$ cat src/rtl/cache_fill_fsm.sv
// cache_fill_fsm
//
// Responder side of the cache miss path. When a miss is pending, the block
// fetches one cache block from the pipelined main memory and writes it into
// the cache that missed. The block has WORDS_PER_BLOCK 16-bit words. The
// returned words go into the data array in order. The tag array is written
// in the same cycle as the last data word. The I-cache and the D-cache share
// one instance; arbitration between them happens upstream.
//
// Ports:
//   clk                rising-edge system clock
//   rst                asynchronous, active-low reset
//   miss_detected      level; a cache miss is pending
//   miss_address       byte address that missed (sampled when a fill starts)
//   memory_data        read data returned by memory
//   memory_data_valid  memory_data holds the next in-order returned word
//   fsm_busy           a fill is in progress
//   mem_req            read request to memory this cycle
//   memory_address     byte address of the current request (0 when idle)
//   write_data_array   write fill_data into the data array at fill_word_index
//   write_tag_array    write tag and set valid for the block
//   fill_word_index    word offset within the block being written
//   fill_data          word to write (the accepted memory_data)

module cache_fill_fsm #(
  parameter int WORDS_PER_BLOCK = 8,
  parameter int ADDR_W          = 16
) (
  input  logic                               clk,
  input  logic                               rst,
  input  logic                               miss_detected,
  input  logic [ADDR_W-1:0]                  miss_address,
  input  logic [15:0]                        memory_data,
  input  logic                               memory_data_valid,
  output logic                               fsm_busy,
  output logic                               mem_req,
  output logic [ADDR_W-1:0]                  memory_address,
  output logic                               write_data_array,
  output logic                               write_tag_array,
  output logic [$clog2(WORDS_PER_BLOCK)-1:0] fill_word_index,
  output logic [15:0]                        fill_data
);

  localparam int IDX_W = $clog2(WORDS_PER_BLOCK);
  localparam int CNT_W = IDX_W + 1;

  // Byte-offset bits inside a block: 2 bytes per word.
  localparam logic [ADDR_W-1:0] OFF_MASK = ADDR_W'(2 * WORDS_PER_BLOCK - 1);
  localparam logic [CNT_W-1:0]  CNT_FULL = CNT_W'(WORDS_PER_BLOCK);
  localparam logic [CNT_W-1:0]  CNT_LAST = CNT_W'(WORDS_PER_BLOCK - 1);

  typedef enum logic {
    IDLE,
    FILL
  } state_t;

  state_t            state, state_next;
  logic [ADDR_W-1:0] base, base_next;
  logic [CNT_W-1:0]  issue_cnt, issue_next;
  logic [CNT_W-1:0]  ret_cnt, ret_next;
  logic              issue;
  logic              accept;
  logic              last_word;

  // A response is only accepted for a request that is already outstanding.
  // A valid that arrives with no request outstanding is a protocol error
  // and is dropped, so a stray valid can never advance the return count.
  assign issue     = (state == FILL) && (issue_cnt < CNT_FULL);
  assign accept    = (state == FILL) && memory_data_valid && (ret_cnt < issue_cnt);
  assign last_word = (ret_cnt == CNT_LAST);

  // State register
  always_ff @(posedge clk or negedge rst) begin
    if (!rst) begin
      state     <= IDLE;
      base      <= '0;
      issue_cnt <= '0;
      ret_cnt   <= '0;
    end else begin
      state     <= state_next;
      base      <= base_next;
      issue_cnt <= issue_next;
      ret_cnt   <= ret_next;
    end
  end

  // Next-state logic
  always_comb begin
    state_next = state;
    base_next  = base;
    issue_next = issue_cnt;
    ret_next   = ret_cnt;
    case (state)
      IDLE: begin
        if (miss_detected) begin
          state_next = FILL;
          // Align to the block so the request offsets never carry out.
          base_next  = miss_address & ~OFF_MASK;
          issue_next = '0;
          ret_next   = '0;
        end
      end
      FILL: begin
        if (issue) begin
          issue_next = issue_cnt + CNT_W'(1);
        end
        if (accept) begin
          ret_next = ret_cnt + CNT_W'(1);
          if (last_word) begin
            state_next = IDLE;
          end
        end
      end
      default: begin
        state_next = IDLE;
      end
    endcase
  end

  // Output decode. The outputs come only from state, the counters and the
  // memory return. When the block leaves FILL, including on reset, every
  // output falls to zero.
  always_comb begin
    fsm_busy         = 1'b0;
    mem_req          = 1'b0;
    memory_address   = '0;
    write_data_array = 1'b0;
    write_tag_array  = 1'b0;
    fill_word_index  = '0;
    fill_data        = '0;
    if (state == FILL) begin
      fsm_busy = 1'b1;
      if (issue) begin
        mem_req        = 1'b1;
        memory_address = base + ADDR_W'({issue_cnt[IDX_W-1:0], 1'b0});
      end
      if (accept) begin
        write_data_array = 1'b1;
        write_tag_array  = last_word;
        fill_word_index  = ret_cnt[IDX_W-1:0];
        fill_data        = memory_data;
      end
    end
  end

endmodule

$ cat config.mk
export PLATFORM = sky130hd
export DESIGN_NAME = cache_fill_fsm
export DESIGN_NICKNAME = d
export VERILOG_FILES = /design/src/rtl/cache_fill_fsm.sv
export SDC_FILE = /design/constraint.sdc
export NUM_CORES = 1
export LEC_CHECK = 0
export ABC_AREA = 1
export BUFFER_PORTS_ARGS = -buffer_cell sky130_fd_sc_hd__buf_2
export CORE_ASPECT_RATIO = 0.5
export CORE_UTILIZATION = 45
export CTS_CLUSTER_DIAMETER = 50
export DETAILED_ROUTE_END_ITERATION = 8
export PLACE_DENSITY = 0.81
export SLEW_MARGIN = 20
export SYNTH_ARGS = -nofsm -noshare
export SYNTH_HDL_FRONTEND = slang
export SYNTH_SLANG_ARGS = --single-unit
$ cat constraint.sdc
create_clock -name clk -period 4.6 [get_ports clk]
set_clock_uncertainty 0.05 [all_clocks]
set_input_delay 0.46 -clock clk [delete_from_list [all_inputs] [get_ports clk]]
set_output_delay 0.46 -clock clk [all_outputs]
set_load 0.005 [all_outputs]
Yosys cells after proc, flatten, opt, wreduce, memory -nomap -nowiden
Index checks and enable logic that the tools add are counted.

storage, ports and cells
  register bits = 21
  output and inout bits = 39
  bits of input ports = 36
  logic and storage cells = 42

cells by class
  add/subtract/negate cells = 3
  $lt $le $gt $ge = 2
  reductions and logical operators = 6
  mux-type cells = 22
  eq/ne operators = 4
  bitwise logic cells = 1

operator list
  cell                                                                     count
  16-bit two-way mux                                                       4
  16-bit by 4-bit adder with 16-bit output                                 1
  4-bit one-hot mux with 2 select lines                                    2
  4-bit two-way mux                                                        3
  1-bit two-way mux                                                        10
  4-bit by 1-bit adder with 4-bit output, second input constant            2
  3-bit two-way mux                                                        2
  2-bit AND reduction                                                      3
  4-bit by 3-bit == test with 1-bit output, second input constant          1
  4-bit < comparator                                                       1
  4-bit < comparator, second input constant                                1
  2-bit by 1-bit inequality test with 1-bit output, second input constant  2
  1-bit logical AND                                                        3
  2-bit inequality test, second input constant                             1
  1-bit one-hot mux with 2 select lines                                    1
  1-bit NOT                                                                1

Depth between registers and ports, before layout
  word-level depth = 4
  gate-level depth with buffers = 8
  gate-level depth less buffers = 8

Worst setup path after synthesis
No wires, ideal clock.

  path kind = register to output
  start point = reg ret_cnt[3]
  end point = out fill_data[0]
  cell stages (with the launch flop) = 7
  buffers on the path = 1
  required time = 4.090 ns
  setup slack = 2.709 ns
  data arrival time = 1.381 ns
  cell sequence = dfrtp_1 -> ha_1 -> nand2_1 -> nor3b_4 -> nand2_2 -> buf_6 -> nor2_2

between the ends
  word-level cells in the longest chain between the ends = 4

RTL lines
  what                    RTL line  source
  start, declared         60        logic [CNT_W-1:0] ret_cnt, ret_next;
  start signal, assigned  83        ret_cnt <= ret_next;
  4-bit < comparator      69        assign accept = (state == FILL) && memory_data_valid && (ret_cnt < issue_cnt);
  1-bit logical AND       69
  16-bit two-way mux      137       if (accept) begin
  16-bit two-way mux      131       if (state == FILL) begin
  end, declared           41        output logic [15:0] fill_data

Every way passes these cells.

Final worst setup path
Same ends and word-level chain as after synthesis.

==> results.txt <==
# DRC = 0
global-route wire length before repair = 3.87 mm
Final Hold Vio Count = 0
GRT Util Overall = 0.165
Die Span Y = 39.7 um
antenna violations before repair = 0
IO Pins = 75
Die Wd = 77.4 um
DRT antenna net count = 0
Worst setup SP type = register
DP HPWL = 1.98 mm
drt pass-1 iters = 4
die footprint = 0.00307 sq mm
post-route setup TNS = 0 ns
CTS tree = done
Max Cap Violations = 0
Final Cycle Share = 0.564
Comb power frac = 0.550
register bit total from synthesis = 21
Mapped Cells = 176
routed via count = 1240
final hold slack = 0.0902 ns
Async SR Flop Fraction = 1.00
Fillers = 243
max-slew violations = 0
RSZ-0062 raised after global routing = no
Layout area overhead = 31.1%
gpl congestion = 0.808
CP arrival = 2.08 ns
clk buf depth = 2
number of diodes = 0
Worst Path Max Fanout = 24
nets = 285
setup violators final = 0
most common cell after layout, fill and taps aside = buf_2
Switching Fraction = 0.438
HP Class = in2async
register area share after synthesis = 0.411
post-CTS setup repair buffer count = 0
CP Class = reg2out
fmax = 386 MHz
Clock transition at path regs = 0.08 ns
root buf cell = clkbuf_8
Mapped Area = 0.00128 sq mm
Yosys cell types = 17
port bufs = 69
Sw Pwr = 0.431 mW
Num CTS Buffers = 3
initial core utilization = 0.483
actual slew at the worst max-slew pin = 0.639 ns
Peak supply drop = 0.000250 V
Seq pwr share = 0.324
Slew headroom = 0.573
Int Pwr = 0.553 mW
row count = 13
Synthesis Warnings = 0
CTS Hold Bufs = 0
Synthesized Nets = 217
H-tree depth = 1
vias per cell = 4.43
drt wl/cell = 9.31 um
number of global-route vias before repair = 925
EDFF count, synth = 0
clk_lat worst skew = 0.26 ns
post_cts resized = 0
Crit. End Element = output port
ratio of cells with drive above 1 in the final layout = 0.391
largest net degree at the start of global routing = 26
outcome = finished clean
initial DRC count = 28
most frequent cells in the layout = buf_2, inv_1, nand2_1, dfrtp_1, nor2_2
CTS sink count = 21
Syn Area/Cell = 7.27 sq um
final WL = 2.61 mm
Tmin final = 2.59 ns
clock share of power = 0.126
Lkg Pwr = 1.04 nW
PD cells = 587 mW/mm^2
CORE AREA = 0.00265 sq mm
Top FF cell, synth = dfrtp_1
Overflow after GRT = 0
Crit path required time = 4.09 ns
## cells by family (layout without fill, tap and decap cells)
group / after synthesis / count (layout) / share of synthesized area
AOI/OAI and AO/OA: 18 / 18 / 0.0704
DFF: 21 / 21 / 0.411
buffers and inverters: 48 / 115 / 0.156
and+or+nand+nor: 82 / 82 / 0.304
xor gates and xnor gates: 1 / 1 / 0.00684
adders and majority gates: 5 / 5 / 0.0489
other: 1 / 1 / 0.00293
## flip-flops by register name, summed over array words and instances, names as in the netlist
register / cells
base: 12
issue_cnt: 4
ret_cnt: 4
state: 1
## critical path, stage by stage (launching register included)
cell	delay (ns)
dfrtp_1	0.44
ha_1	0.31
nand2_1	0.06
nor3b_4	0.28
nand2_2	0.41
nor2_2	0.19
buf_2	0.13
## metal layers
metal | routed length [um] | track usage | vias up
met4 | 0 | 0.0142 | 0
met1 | 1130 | 0.191 | 547
met5 | 0 | 0 | -
met2 | 1290 | 0.310 | 43
met3 | 188 | 0.0628 | 0
li1 | - | - | 650
## stage by stage
| stage | utilization | instance area, sq um | std cells | setup WS, ns | total power, mW |
|---|---|---|---|---|---|
| after floorplan | - | 1280 | 176 | 2.71 | 0.689 |
| after global placement | 0.614 | 1630 | 276 | 2.32 | 0.849 |
| after detailed placement | 0.614 | 1630 | 276 | 2.28 | 0.874 |
| after CTS | 0.633 | 1680 | 280 | 1.98 | 1.00 |
| after global routing | 0.633 | 1680 | 280 | 1.83 | 1.09 |
| final | 0.633 | 1680 | 280 | 2.01 | 0.985 |
## cell usage after synthesis, types with 2 or more instances
cell type	count	share of area
dfrtp_1	21	0.41
nor2_2	19	0.093
inv_1	42	0.12
nand2_1	31	0.091
buf_6	2	0.018
a21oi_1	2	0.0078
nand2_2	2	0.0098
o21ai_0	16	0.063
clkbuf_1	2	0.0059
nand3_1	11	0.043
nor2_1	18	0.053
ha_1	5	0.049
## path summary, 6_finish.rpt
kind                                        start                      to  slack [ns]  cells after the start
hold reg to reg               base[6]$_DFFE_PN0P_     base[6]$_DFFE_PN0P_        0.49                      2
setup reg to reg           ret_cnt[3]$_DFFE_PN0P_  ret_cnt[2]$_DFFE_PN0P_        2.68                      6
min in group clk                 miss_address[13]    base[13]$_DFFE_PN0P_        0.35                      3
setup / recovery           ret_cnt[3]$_DFFE_PN0P_            fill_data[0]        2.01                      6
max in group asynchronous                     rst    base[11]$_DFFE_PN0P_        4.09                      1
hold / removal                                rst  ret_cnt[1]$_DFFE_PN0P_        0.09                      1
## layout make-up
class                   count  area (sq um)  area share
multi-input cells         107           554       0.330
flip-flops and latches     21           526       0.313
repair buffers             69           345       0.206
inverters                  42           158      0.0940
well taps                  37          46.3      0.0276
clock buffers               3          41.3      0.0246
clock inverters             1          7.51     0.00447
## power groups by stage
stage	Clock (mW)	Combinational (mW)	Sequential [mW]
6_report	0.124	0.542	0.319
5_1_grt	0.136	0.624	0.329
4_1_cts	0.129	0.552	0.320
3_5_place_dp	0	0.550	0.324
3_3_place_gp	0	0.531	0.318
2_1_floorplan	0	0.379	0.309
No activity file was read; power rests on OpenSTA's default activity.
